File: src/rtl/tqvp_prism_pkg.sv
// Shared definitions for the PRISM loader: state encoding,
// default parameters and the packed load-word layout.
package tqvp_prism_pkg;

    typedef enum logic [2:0] {
        S_IDLE   = 3'd0,
        S_RESET  = 3'd1,
        S_LOAD   = 3'd2,
        S_RUN    = 3'd3,
        S_HALTED = 3'd4,
        S_ERROR  = 3'd5
    } state_t;

    localparam int DEF_DEPTH      = 4;
    localparam int DEF_RST_CYCLES = 4;
    localparam int DEF_TIMEOUT    = 255;

    localparam int ADDR_W = 6;
    localparam int DATA_W = 32;
    localparam int WORD_W = ADDR_W + DATA_W;

    typedef struct packed {
        logic [ADDR_W-1:0] addr;
        logic [DATA_W-1:0] data;
    } ld_word_t;

endpackage

File: src/rtl/tqvp_prism_loader_fifo.sv
// Load FIFO for the PRISM loader (DEPTH words, power of 2).
// Ports: clk/rst, push+wdata, pop->rdata, flush, full, empty.
module tqvp_prism_loader_fifo
    import tqvp_prism_pkg::*;
#(
    parameter int DEPTH = DEF_DEPTH
) (
    input  logic              clk,
    input  logic              rst,
    input  logic              push,
    input  logic [WORD_W-1:0] wdata,
    input  logic              pop,
    input  logic              flush,
    output logic [WORD_W-1:0] rdata,
    output logic              full,
    output logic              empty
);

    localparam int PW = (DEPTH > 1) ? $clog2(DEPTH) : 1;

    logic [WORD_W-1:0] mem [DEPTH];
    logic [PW-1:0]     wr_ptr;
    logic [PW-1:0]     rd_ptr;
    logic [PW:0]       count;
    logic              push_ok;
    logic              pop_ok;

    assign full    = (count == (PW+1)'(DEPTH));
    assign empty   = (count == '0);
    // A push while full is dropped even if a pop frees a slot this cycle.
    assign push_ok = push & ~full & ~flush;
    assign pop_ok  = pop & ~empty & ~flush;
    assign rdata   = mem[rd_ptr];

    always_ff @(posedge clk or posedge rst) begin
        if (rst) begin
            wr_ptr <= '0;
            rd_ptr <= '0;
            count  <= '0;
        end else if (flush) begin
            wr_ptr <= '0;
            rd_ptr <= '0;
            count  <= '0;
        end else begin
            if (push_ok) wr_ptr <= wr_ptr + PW'(1);
            if (pop_ok)  rd_ptr <= rd_ptr + PW'(1);
            case ({push_ok, pop_ok})
                2'b10:   count <= count + (PW+1)'(1);
                2'b01:   count <= count - (PW+1)'(1);
                default: count <= count;
            endcase
        end
    end

    always_ff @(posedge clk) begin
        if (push_ok) mem[wr_ptr] <= wdata;
    end

endmodule

File: src/rtl/tqvp_prism_loader.sv
// PRISM loader: resets PRISM, streams FIFO words into its debug
// port, then runs it. Host debug writes share the port outside
// RESET/LOAD. Outputs: p_* debug bus, state, done/halt_irq, err/ovf.
module tqvp_prism_loader
    import tqvp_prism_pkg::*;
#(
    parameter int DEPTH      = DEF_DEPTH,
    parameter int RST_CYCLES = DEF_RST_CYCLES,
    parameter int TIMEOUT    = DEF_TIMEOUT
) (
    input  logic        clk,
    input  logic        rst,
    input  logic [5:0]  host_addr,
    input  logic [31:0] host_wdata,
    input  logic        host_wr,
    output logic        host_busy,
    input  logic        ld_push,
    input  logic [5:0]  ld_addr,
    input  logic [31:0] ld_data,
    output logic        ld_full,
    input  logic        start,
    input  logic        abort,
    input  logic [4:0]  word_cnt,
    input  logic        p_halt,
    output logic        p_reset,
    output logic        p_enable,
    output logic [5:0]  p_addr,
    output logic [31:0] p_wdata,
    output logic        p_wr,
    output logic [2:0]  state,
    output logic        done,
    output logic        halt_irq,
    output logic        err,
    output logic        ovf
);

    localparam int RW = $clog2(RST_CYCLES + 1);
    localparam int TW = $clog2(TIMEOUT + 1);

    state_t      st;
    state_t      next;
    logic [RW-1:0] rst_cnt;
    logic [TW-1:0] to_cnt;
    logic [4:0]  rem;
    logic        p_halt_q;
    logic        pop;
    logic        flush;
    logic        start_acc;
    logic        host_acc;
    logic        fifo_empty;
    logic        fifo_full;
    ld_word_t    wr_word;
    ld_word_t    rd_word;

    assign wr_word = '{addr: ld_addr, data: ld_data};

    tqvp_prism_loader_fifo #(
        .DEPTH (DEPTH)
    ) u_fifo (
        .clk   (clk),
        .rst   (rst),
        .push  (ld_push),
        .wdata (wr_word),
        .pop   (pop),
        .flush (flush),
        .rdata (rd_word),
        .full  (fifo_full),
        .empty (fifo_empty)
    );

    assign ld_full   = fifo_full;
    assign state     = st;
    assign host_busy = (st == S_RESET) || (st == S_LOAD);
    assign host_acc  = host_wr & ~host_busy;
    assign p_reset   = (st == S_RESET) || (st == S_LOAD) ||
                       (st == S_ERROR);
    assign p_enable  = (st == S_RUN) || (st == S_HALTED);

    always_comb begin
        next      = st;
        pop       = 1'b0;
        start_acc = 1'b0;
        case (st)
            S_IDLE: begin
                if (start) begin
                    next      = S_RESET;
                    start_acc = 1'b1;
                end
            end
            S_RESET: begin
                if (rst_cnt == RW'(RST_CYCLES - 1))
                    next = (rem == 5'd0) ? S_RUN : S_LOAD;
            end
            S_LOAD: begin
                if (!fifo_empty) begin
                    pop = 1'b1;
                    if (rem == 5'd1) next = S_RUN;
                end else if (to_cnt == TW'(TIMEOUT - 1)) begin
                    next = S_ERROR;
                end
            end
            S_RUN: begin
                if (start) begin
                    next      = S_RESET;
                    start_acc = 1'b1;
                end else if (p_halt && !p_halt_q) begin
                    next = S_HALTED;
                end
            end
            S_HALTED: begin
                if (start) begin
                    next      = S_RESET;
                    start_acc = 1'b1;
                end else if (!p_halt) begin
                    next = S_RUN;
                end
            end
            S_ERROR: begin
                if (start) begin
                    next      = S_RESET;
                    start_acc = 1'b1;
                end
            end
            default: next = S_IDLE;
        endcase
        if (abort) begin
            next      = S_IDLE;
            pop       = 1'b0;
            start_acc = 1'b0;
        end
    end

    // FIFO is emptied on abort and on the cycle that enters ERROR.
    assign flush = abort || ((st == S_LOAD) && (next == S_ERROR));

    always_ff @(posedge clk or posedge rst) begin
        if (rst) begin
            st <= S_IDLE;
        end else begin
            st <= next;
        end
    end

    always_ff @(posedge clk or posedge rst) begin
        if (rst) begin
            rst_cnt  <= '0;
            to_cnt   <= '0;
            rem      <= '0;
            p_halt_q <= 1'b0;
            p_addr   <= '0;
            p_wdata  <= '0;
            p_wr     <= 1'b0;
            done     <= 1'b0;
            halt_irq <= 1'b0;
            err      <= 1'b0;
            ovf      <= 1'b0;
        end else begin
            p_halt_q <= p_halt;
            rst_cnt  <= (st == S_RESET && next == S_RESET) ?
                        rst_cnt + RW'(1) : '0;
            to_cnt   <= (st == S_LOAD && next == S_LOAD && fifo_empty) ?
                        to_cnt + TW'(1) : '0;
            if (start_acc)
                rem <= word_cnt;
            else if (pop)
                rem <= rem - 5'd1;
            // Loader owns the port in LOAD; host owns it elsewhere.
            p_wr <= pop | host_acc;
            if (pop) begin
                p_addr  <= rd_word.addr;
                p_wdata <= rd_word.data;
            end else if (host_acc) begin
                p_addr  <= host_addr;
                p_wdata <= host_wdata;
            end
            done     <= (next == S_RUN) &&
                        ((st == S_RESET) || (st == S_LOAD));
            halt_irq <= (st == S_RUN) && (next == S_HALTED);
            if (start_acc)
                err <= 1'b0;
            else if (next == S_ERROR && st != S_ERROR)
                err <= 1'b1;
            if (ld_push && fifo_full)
                ovf <= 1'b1;
            else if (start_acc)
                ovf <= 1'b0;
        end
    end

endmodule

File: config.mk
export PLATFORM = sky130hd
export DESIGN_NAME = tqvp_prism_loader
export DESIGN_NICKNAME = d
export VERILOG_FILES = /design/src/rtl/tqvp_prism_pkg.sv /design/src/rtl/tqvp_prism_loader_fifo.sv /design/src/rtl/tqvp_prism_loader.sv
export SDC_FILE = /design/constraint.sdc
export NUM_CORES = 1
export LEC_CHECK = 0
export CAP_MARGIN = 0
export CORE_ASPECT_RATIO = 0.75
export CORE_UTILIZATION = 58
export DETAILED_ROUTE_END_ITERATION = 8
export GPL_ROUTABILITY_DRIVEN = 0
export PLACE_DENSITY = 0.85
export SLEW_MARGIN = 20
export SYNTH_ARGS = -nofsm -noshare
export SYNTH_HDL_FRONTEND = slang
export SYNTH_SLANG_ARGS = --single-unit
File: constraint.sdc
create_clock -name clk -period 4.85 [get_ports clk]
set_input_delay 0.97 -clock clk [delete_from_list [all_inputs] [get_ports clk]]
set_output_delay 0.97 -clock clk [all_outputs]
set_load 0.01 [all_outputs]
==> results of run 1 <==
[kinds of logic (layout without fill, tap and decap cells)]
group                    Yosys count  in the layout
AO/OA/AOI/OAI                     72             72
XOR/XNOR                          11             11
adder cells (fa/ha/maj)           12             12
buffers and inverters             45            197
flip-flops                       222            222
multiplexers                      78             78
AND/OR/NAND/NOR                  121            121
[per-stage QoR]
| stage | util [%] | std cells | setup WS (ns) |
|---|---|---|---|
| 6_report | 74.8 | 918 | 1.48 |
| 2_1_floorplan | - | 561 | 1.68 |
| 3_5_place_dp | 69.8 | 878 | 1.04 |
| 3_3_place_gp | 69.8 | 878 | 1.19 |
| 4_1_cts | 74.8 | 918 | 1.52 |
| 5_1_grt | 74.8 | 918 | 1.38 |
[state kept, by name (all words and copies together), names as in the netlist, 2 cells and up]
| register | flops |
|---|---|
| u_fifo.mem | 152 |
| to_cnt | 8 |
| u_fifo.wr_ptr | 2 |
| rem | 5 |
| u_fifo.rd_ptr | 2 |
| state | 3 |
| p_addr | 6 |
| rst_cnt | 3 |
| u_fifo.count | 3 |
| p_wdata | 32 |
[layer usage]
metal | GRT usage, % | vias up | share of wire, %
li1 | - | 2406 | -
met1 | 34.8 | 2773 | 43
met2 | 42.3 | 209 | 50
met3 | 4.13 | 38 | 5.2
met4 | 7.57 | 0 | 2.0
met5 | 0 | - | 0
[path summary, 6_finish.rpt]
kind	start	cells after the start	to	slack (ns)
hold reg to reg	rst_cnt[0]$_DFF_PP0_	1	rst_cnt[0]$_DFF_PP0_	0.46
setup / recovery	p_halt	6	u_fifo.mem[3][27]$_DFFE_PP_	1.48
max in group asynchronous	rst	3	u_fifo.rd_ptr[1]$_DFFE_PP0P_	2.85
hold / removal	rst_cnt[0]$_DFF_PP0_	1	rst_cnt[0]$_DFF_PP0_	0.46
min in group asynchronous	rst	2	ovf$_DFFE_PP0P_	1.00
setup reg to reg	state[1]$_DFF_PP0_	5	u_fifo.mem[3][27]$_DFFE_PP_	1.82
[cells in the final DEF, fill, tap and decap left out, types with 3 or more instances in the layout]
master / synthesis / layout
edfxtp_1: 152 / 152
clkdlybuf4s50_1: 0 / 137
dfrtp_1: 70 / 68
nand2_1: 43 / 43
mux2i_1: 40 / 40
o21ai_0: 39 / 39
mux4_2: 38 / 38
clkbuf_16: 0 / 23
nor2_1: 22 / 22
inv_1: 15 / 14
a21oi_1: 12 / 12
ha_1: 11 / 11
xor2_1: 6 / 6
nand2b_1: 5 / 5
nor3_1: 6 / 5
nand3_1: 5 / 5
nor2b_1: 4 / 4
xnor2_1: 4 / 4
nor4_1: 4 / 4
and3_2: 0 / 4
bufinv_16: 0 / 4
clkinv_2: 0 / 4
buf_4: 5 / 4
and3_1: 7 / 3
nand4_1: 3 / 3
o21a_1: 3 / 3
clkbuf_1: 13 / 3
clkinv_1: 0 / 3
[worst register-to-register path, delay by kind of cell, from the launching register on]
| family | cells | cell delay [ns] |
|---|---|---|
| simple gates | 2 | 1.17 |
| flops | 1 | 0.64 |
| compound gates | 3 | 0.80 |
[final cells by class]
| cell class | count | area share [%] |
|---|---|---|
| Clock buffer | 26 | 5.14 |
| Clock inverter | 14 | 1.53 |
| Inverter | 15 | 0.493 |
| Multi-Input combinational cell | 294 | 22.8 |
| Sequential cell | 222 | 55.3 |
| Tap cell | 205 | 2.25 |
| Timing Repair Buffer | 142 | 12.4 |
[power by group through the flow]
stage	clock network [mW]	registers [mW]	logic, mW
after floorplan	0	2.33	0.220
after global placement	0	2.29	0.589
after detailed placement	0	2.30	0.611
after CTS	1.80	2.27	0.622
after global routing	1.89	2.28	0.666
final	1.79	2.27	0.617
==> impl_metrics.py, run 1 <==
metrics = {
    "pwr": {
        "power_mw": 4.68,
        "pwr-share-clk_pct": 38.3,
        "p_sw_mw": 1.09,
        "power_density_nw_per_um2": 409,
        "pwr-share-seq_pct": 48.5,
        "p_int_mw": 3.59,
        "peakVddDrop_mv": 0.267,
        "p_sw_share_pct": 23.3,
        "p_comb_share_pct": 13.2,
        "leakage_nw": 4.03,
    },
    "clocking": {
        "root_buffer": "clkbuf_16",
        "numCtsBuffers": 22,
        "tritoncts": "built",
        "path_clk_slew_ns": 0.06,
        "holdBufCountCts": 0,
        "clock_sinks": 222,
        "ctsResizeCount": 0,
        "cts_setup_buffers": 0,
        "cts.htree.levels": 1,
        "worstSkewPairLatency_ns": 0.51,
        "clockBufferDepth": 3,
    },
    "routing": {
        "drt_pass1_iterations": 4,
        "wire_per_inst_microns": 21.6,
        "detail-route-antenna-nets": 0,
        "drt_iter0_markers": 460,
        "drc": 0,
        "routed_via_density": 5.91,
        "drt-total-wl_mm": 19.8,
        "vias": 5426,
    },
    "floorplan": {
        "rows": 39,
        "io_pins": 138,
        "die_h_microns": 111,
        "core-area_sq_um": 15300,
        "initial_core_util_pct": 59.7,
        "dieArea_sq_um": 16200,
        "dieWidth_microns": 147,
    },
    "logic_synthesis": {
        "synth_top_family_by_area": "multiplexers",
        "ys_warn_count": 0,
        "ys_top_cells_by_area": "edfxtp_1 50%, dfrtp_1 19%, mux4_2 9.4%",
        "synth_top_area_cell": "edfxtp_1",
        "synth_nets": 661,
        "synth_mux_area_share_pct": 13.8,
        "ys.flop_type": "edfxtp_1",
        "synth-adder-area-share_pct": 1.73,
        "yosysMostFrequentCell": "edfxtp_1",
        "ys_ff_latch": 222,
        "ys_seq_area_share_pct": 69.3,
        "synth_top_area_share_pct": 50.1,
        "synth_common_cells": "152 x edfxtp_1, 70 x dfrtp_1, 43 x nand2_1",
        "synth_xor_area_share_pct": 1.14,
        "synth_edf_count": 152,
        "syn_area_sq_um": 9110,
        "synth.distinct_cells": 59,
        "async_flop_share_pct": 31.5,
        "synthCells": 561,
        "synth_compound_area_share_pct": 4.79,
        "syn_avg_cell_area_sq_um": 16.2,
        "synth-simple-area-share_pct": 6.96,
    },
    "min_path": {
        "hp-class": "flop to flop",
    },
    "timing": {
        "finalSetupViolations": 0,
        "hold_viol_final": 0,
        "clock_skew_ns": 0.0148,
        "fin_tns_setup_ns": 0,
        "rsz0062_at_grt": "no",
        "drv_slew": 0,
        "relSlewSlack_pct": 30.0,
        "holdWs_ns": 0.458,
        "tightest_slew_ns": 1.05,
        "fin_crit_ns": 3.37,
        "max_freq_mhz": 296,
        "fin_crit_sh_pct": 69.6,
    },
    "critical_path": {
        "cp_top_family": "simple AND/OR/NAND/NOR gates",
        "end_kind": "flop",
        "slowest_stage": "and3_2",
        "max_stage_delay_ns": 0.93,
        "arrival_ns": 3.49,
        "start_kind": "primary input",
        "path_class": "primary input to flop",
        "crit_buf_inv": 1,
        "critical_path.cell_chain": "clkdlybuf4s50_1 -> nor4bb_1 -> a211oi_1 -> o2bb2ai_1 -> a21oi_1 -> and3_2",
        "cp_max_fo": 38,
        "cp.required_ns": 4.96,
    },
    "cells_and_area": {
        "multi_input_area_sq_um": 2610,
        "layout-drive-gt1-share_pct": 13.5,
        "fillers": 850,
        "diodes": 0,
        "seqCellArea_sq_um": 6320,
        "fin_nets": 797,
        "fin_area_sq_um": 11400,
        "layout-area-overhead-vs-synth_pct": 25.3,
    },
    "global_route": {
        "grt.overflow.total": 0,
        "grt.total_usage_pct": 25.4,
        "grt_pass1_wl_mm": 31.3,
        "grt_max_degree": 50,
        "grt_pass1_vias": 5776,
        "antenna_found_initial": 0,
    },
    "flow_run": {
        "maxCapViolCount": 0,
    },
    "placement": {
        "placed_area_sq_um": 10700,
        "port-buffer-count": 137,
        "place_hpwl_mm": 11.9,
    },
    "status": {
        "status": "finished clean",
    },
}
Note: power is estimated with default switching activity, not from simulation.
==> run 2, diff against run 1 <==
Settings changed: CORE_UTILIZATION 58 to 54, PLACE_DENSITY 0.85 to 0.8.
Clock period 4.85 ns to 3.5 ns, I/O delays scaled along.
==> run 2 against run 1 <==
Effect of this change:
- critical path type is now flop to output port
- the flow now finishes with violations (design-rule violations)
- first-iteration DRC count increased by 1.1%
- critical endpoint is now p_reset
- power grew 34%
- sequential share of layout area fell by 0.25 points
- sequential power up 38%
- non-clock buffer count grew 8
- sequential cell count did not move
- register-to-register slack lost 0.87 ns
- largest cell class unchanged
==> impl_metrics.py, run 2 (same netlist as run 1, synthesis figures left out) <==
metrics = {
    "status": {
        "status": "complete, but fails checks",
        "violations": "design-rule violations",
    },
    "placement": {
        "placed_area_sq_um": 10800,
        "pre_cts_slack_ns": 0.514,
        "port-buffer-count": 137,
        "place_hpwl_mm": 12.3,
        "dp_cells": 891,
    },
    "pwr": {
        "p_sw_mw": 1.45,
        "pwr-share-clk_pct": 36.1,
        "p_sw_share_pct": 23.2,
        "p_comb_share_pct": 13.7,
        "leakage_nw": 4.05,
        "pwr-share-seq_pct": 50.2,
        "p_int_mw": 4.81,
        "power_mw": 6.26,
        "peakVddDrop_mv": 0.304,
        "power_density_nw_per_um2": 546,
    },
    "routing": {
        "detail-route-antenna-nets": 0,
        "drt_pass1_iterations": 7,
        "wire_per_inst_microns": 20.6,
        "drt-total-wl_mm": 19.2,
        "vias": 5390,
        "drt_iter0_markers": 465,
        "drc": 32,
        "routed_via_density": 5.80,
    },
    "cells_and_area": {
        "fin_area_sq_um": 11500,
        "stdcell_count": 930,
        "max_flop_register": "u_fifo.mem",
        "top_regs": "u_fifo.mem x152, p_wdata x32, to_cnt x8",
        "fillers": 1007,
        "largest_reg_flops": 152,
        "layout-drive-gt1-share_pct": 13.8,
        "final_cell_mix": "152 x edfxtp_1, 137 x clkdlybuf4s50_1, 68 x dfrtp_1, 43 x nand2_1, 40 x mux2i_1",
        "fin_nets": 804,
        "layout-area-overhead-vs-synth_pct": 25.9,
        "final_core_util_pct": 70.5,
        "final_common_cell": "edfxtp_1",
    },
    "timing": {
        "fin_crit_sh_pct": 84.4,
        "hold_viol_final": 0,
        "holdWs_ns": 0.445,
        "max_freq_mhz": 338,
        "finalSetupViolations": 0,
        "clock_skew_ns": 0.0150,
        "tightest_slew_ns": 0.971,
        "fin_crit_ns": 2.95,
        "rsz0062_at_grt": "no",
        "drv_slew": 0,
        "relSlewSlack_pct": 35.3,
        "layout_setup_ws_ns": 0.546,
        "fin_tns_setup_ns": 0,
    },
    "global_route": {
        "grt.overflow.total": 0,
        "grt_pass1_wl_mm": 29.9,
        "grt_util_met3_pct": 3.79,
        "grt-busiest-layer": "met2",
        "grt.met2_usage_pct": 38.1,
        "grt_max_degree": 56,
        "grt_util_met1_pct": 30.4,
        "antenna_found_initial": 0,
        "grt_pass1_vias": 5595,
        "grt.total_usage_pct": 22.7,
    },
    "critical_path": {
        "end_kind": "output port",
        "crit_buf_inv": 1,
        "path_class": "flop to output port",
        "arrival_ns": 2.25,
        "start_kind": "flop",
        "cp_top_family": "simple AND/OR/NAND/NOR gates",
        "max_stage_delay_ns": 0.60,
        "critical_path.cell_chain": "or3b_1 -> nand2_1 -> clkdlybuf4s50_1",
        "cp.required_ns": 2.80,
        "cp_max_fo": 17,
        "slowest_stage": "dfrtp_1",
    },
    "clocking": {
        "root_buffer": "clkbuf_16",
        "tritoncts": "built",
        "ctsResizeCount": 0,
        "path_clk_slew_ns": 0.07,
        "clockBufferDepth": 3,
        "cts.htree.levels": 1,
        "clock_sinks": 222,
        "worstSkewPairLatency_ns": 0.50,
        "holdBufCountCts": 0,
        "numCtsBuffers": 21,
        "cts_setup_buffers": 0,
    },
    "flow_run": {
        "maxCapViolCount": 0,
    },
    "floorplan": {
        "dieArea_sq_um": 17400,
        "die_h_microns": 115,
        "core-area_sq_um": 16300,
        "dieWidth_microns": 152,
        "initial_core_util_pct": 56.0,
        "rows": 40,
        "io_pins": 138,
    },
    "min_path": {
        "hp-class": "flop to flop",
    },
}
run 2: cell count changes in the layout (fill, tap and decap cells not counted), moves of 2 or more:
cell and change:
buf_12 +5, buf_4 +3, clkinvlp_4 -2, clkbuf_16 -2, clkbuf_1 +2
run 2: path summary, 6_finish.rpt:
check / start / endpoint / slack, ns / cells after the start
max: state[1]$_DFF_PP0_ / p_reset / 0.55 / 3
min: rst_cnt[0]$_DFF_PP0_ / rst_cnt[0]$_DFF_PP0_ / 0.44 / 1
max reg2reg: state[1]$_DFF_PP0_ / u_fifo.count[2]$_DFFE_PP0P_ / 0.95 / 7
min reg2reg: rst_cnt[0]$_DFF_PP0_ / rst_cnt[0]$_DFF_PP0_ / 0.44 / 1
max in group asynchronous: rst / u_fifo.rd_ptr[1]$_DFFE_PP0P_ / 2.21 / 3
min in group asynchronous: rst / p_wdata[5]$_DFFE_PP0P_ / 0.62 / 2
run 2: power groups by stage:
stage,registers [mW],clock network [mW],logic (mW)
final,3.14,2.26,0.857
after floorplan,3.23,0,0.305
after global routing,3.16,2.41,0.927
after CTS,3.14,2.30,0.863
after global placement,3.17,0,0.823
after detailed placement,3.19,0,0.855
run 2: per-layer routing:
metal / part of all wire (%) / vias to the layer above
met5: 0 / -
met3: 5.6 / 41
met4: 2.8 / 0
met1: 42 / 2709
met2: 50 / 214
li1: - / 2426
run 2: final cells by class:
type                            instances  area [sq um]  share of cell area, %
Sequential cell                       222          6320                   55.1
Tap cell                              210           263                   2.29
Multi-Input combinational cell        294          2610                   22.7
Clock inverter                         12           138                   1.20
Antenna cell                            1          2.50                 0.0218
Timing Repair Buffer                  150          1540                   13.5
Clock buffer                           26           544                   4.74
Inverter                               15          56.3                  0.491
run 2: worst reg2reg max path, cell delays in order (launching register included):
cell     delay, ns
dfrtp_1       0.60
or3b_1        0.53
or3_4         0.47
nor2_1        0.16
fa_1          0.25
and3_1        0.18
o21ai_0       0.08
nor3b_2       0.16
==> run 3, diff against run 2 <==
Clock period 3.5 ns to 2.9 ns, I/O delays scaled along.
==> run 3 against run 2 <==
Effect of this change:
- the flow still finishes with violations (design-rule violations)
- final area rose by 0.60%
- non-clock buffer count rose by 15
- core utilization rose by 0.42 points
- worst hold slack got worse by 0.0011 ns
- register-to-register slack got worse by 0.59 ns
- first-iteration DRC count fell by 13%
- via count rose by 2.0%
- count of clock-buffer cells in the layout fell by 1
- sequential power rose by 21%
- largest cell class unchanged
- highest routed layer unchanged
==> impl_metrics.py, run 3 (same netlist as run 1, synthesis figures left out) <==
metrics = {
    "clocking": {
        "clockBufferDepth": 3,
        "path_clk_slew_ns": 0.06,
        "tritoncts": "built",
        "worstSkewPairLatency_ns": 0.48,
        "root_buffer": "clkbuf_16",
        "cts_setup_buffers": 0,
        "clock_sinks": 222,
        "holdBufCountCts": 0,
        "ctsResizeCount": 0,
        "cts.htree.levels": 1,
        "numCtsBuffers": 21,
    },
    "timing": {
        "relSlewSlack_pct": 50.4,
        "drv_slew": 0,
        "hold_viol_final": 0,
        "fin_crit_sh_pct": 96.6,
        "rsz0062_at_grt": "no",
        "clock_skew_ns": 0.00878,
        "fin_crit_ns": 2.80,
        "holdWs_ns": 0.444,
        "max_freq_mhz": 357,
        "tightest_slew_ns": 0.743,
        "finalSetupViolations": 0,
        "fin_tns_setup_ns": 0,
    },
    "routing": {
        "drt_pass1_iterations": 6,
        "dr_wl_met3_mm": 1.06,
        "drt-total-wl_mm": 19.8,
        "drc": 15,
        "routed_via_density": 5.83,
        "wl_met2_mm": 9.58,
        "detail-route-antenna-nets": 0,
        "vias": 5498,
        "wl_met1_mm": 8.82,
        "wire_per_inst_microns": 21.0,
        "drt_iter0_markers": 406,
        "top_layer": "met4",
    },
    "cells_and_area": {
        "fillers": 981,
        "max_flop_register": "u_fifo.mem",
        "final_cell_mix": "152 x edfxtp_1, 137 x clkdlybuf4s50_1, 67 x dfrtp_1, 43 x nand2_1, 40 x mux2i_1",
        "fin_nets": 819,
        "final_common_cell": "edfxtp_1",
        "diodes": 0,
        "layout-area-overhead-vs-synth_pct": 26.6,
        "top_regs": "u_fifo.mem x152, p_wdata x32, to_cnt x8",
        "layout-drive-gt1-share_pct": 15.8,
        "largest_reg_flops": 152,
    },
    "critical_path": {
        "cp.required_ns": 2.32,
        "end_kind": "output port",
        "path_class": "flop to output port",
        "r2r-end": "u_fifo.count[2]$_DFFE_PP0P_",
        "worst-r2r-cell-count": 7,
        "start_kind": "flop",
        "arrival_ns": 2.22,
        "cp_max_fo": 15,
        "r2r_slack_ns": 0.36,
        "r2r-start": "state[0]$_DFF_PP0_",
    },
    "status": {
        "violations": "design-rule violations",
        "status": "complete, but fails checks",
    },
    "pwr": {
        "peakVddDrop_mv": 0.434,
        "leakage_nw": 4.10,
        "power_density_nw_per_um2": 637,
    },
    "global_route": {
        "grt.overflow.total": 0,
        "grt_pass1_wl_mm": 30.7,
        "grt_max_degree": 53,
        "antenna_found_initial": 0,
        "grt.total_usage_pct": 23.1,
        "grt_pass1_vias": 5548,
    },
    "floorplan": {
        "dieWidth_microns": 152,
        "core-area_sq_um": 16300,
        "initial_core_util_pct": 56.0,
        "rows": 40,
        "dieArea_sq_um": 17400,
        "die_h_microns": 115,
        "io_pins": 138,
    },
    "placement": {
        "port-buffer-count": 137,
        "place_hpwl_mm": 13.1,
    },
    "min_path": {
        "whs_path_depth": 1,
        "min_from": "rst_cnt[0]$_DFF_PP0_",
        "hp-class": "flop to flop",
        "hold_end": "rst_cnt[0]$_DFF_PP0_",
    },
    "flow_run": {
        "maxCapViolCount": 0,
    },
}
[run 3: worst max path at each step]
stage | start | end | slack, ns | cells past startpoint
6_report | state[0]$_DFF_PP0_ | p_reset | 0.1 | 3
5_1_grt | state[0]$_DFF_PP0_ | host_busy | 0.005 | 4
4_1_cts | state[1]$_DFF_PP0_ | p_reset | 0.1 | 3
3_5_place_dp | p_halt | u_fifo.mem[0][0]$_DFFE_PP_ | 0.03 | 8
3_3_place_gp | p_halt | u_fifo.mem[2][14]$_DFFE_PP_ | 0.05 | 8
2_1_floorplan | state[1]$_DFF_PP0_ | u_fifo.mem[0][0]$_DFFE_PP_ | 0.05 | 6
[run 3: layout make-up]
type                            instances  area [sq um]  area share [%]
Tap cell                              210           263            2.28
Clock buffer                           25           561            4.86
Multi-Input combinational cell        294          2610            22.6
Inverter                               15          56.3           0.488
Timing Repair Buffer                  165          1670            14.5
Sequential cell                       222          6320            54.8
Clock inverter                         12          66.3           0.575
[run 3: power breakdown]
part	internal [mW]	switching (mW)
logic	0.561	0.496
clock network	1.38	1.12
registers	3.64	0.146
[run 3: critical path: stages, from the launching register on]
cell and delay (ns):
dfrtp_1 0.54, or3b_1 0.57, nand2_1 0.10, clkdlybuf4s50_1 0.54
[run 3: per-stage QoR]
| stage | power [mW] | setup slack [ns] | area [sq um] | utilization (%) | cells |
|---|---|---|---|---|---|
| after CTS | 7.41 | 0.0980 | 11500 | 70.9 | 943 |
| after global routing | 7.63 | 0.00519 | 11500 | 71.0 | 943 |
| after global placement | 4.85 | 0.0481 | 10900 | 67.1 | 906 |
| after floorplan | 4.26 | 0.0528 | 9110 | - | 561 |
| after detailed placement | 4.90 | 0.0338 | 10900 | 67.1 | 906 |
| final | 7.36 | 0.0975 | 11500 | 71.0 | 943 |
[run 3: per-layer routing]
layer | global-route usage, % | vias to the layer above
met5 | 0 | -
met4 | 5.85 | 0
met3 | 3.63 | 29
met2 | 39.0 | 182
met1 | 32.1 | 2829
li1 | - | 2458
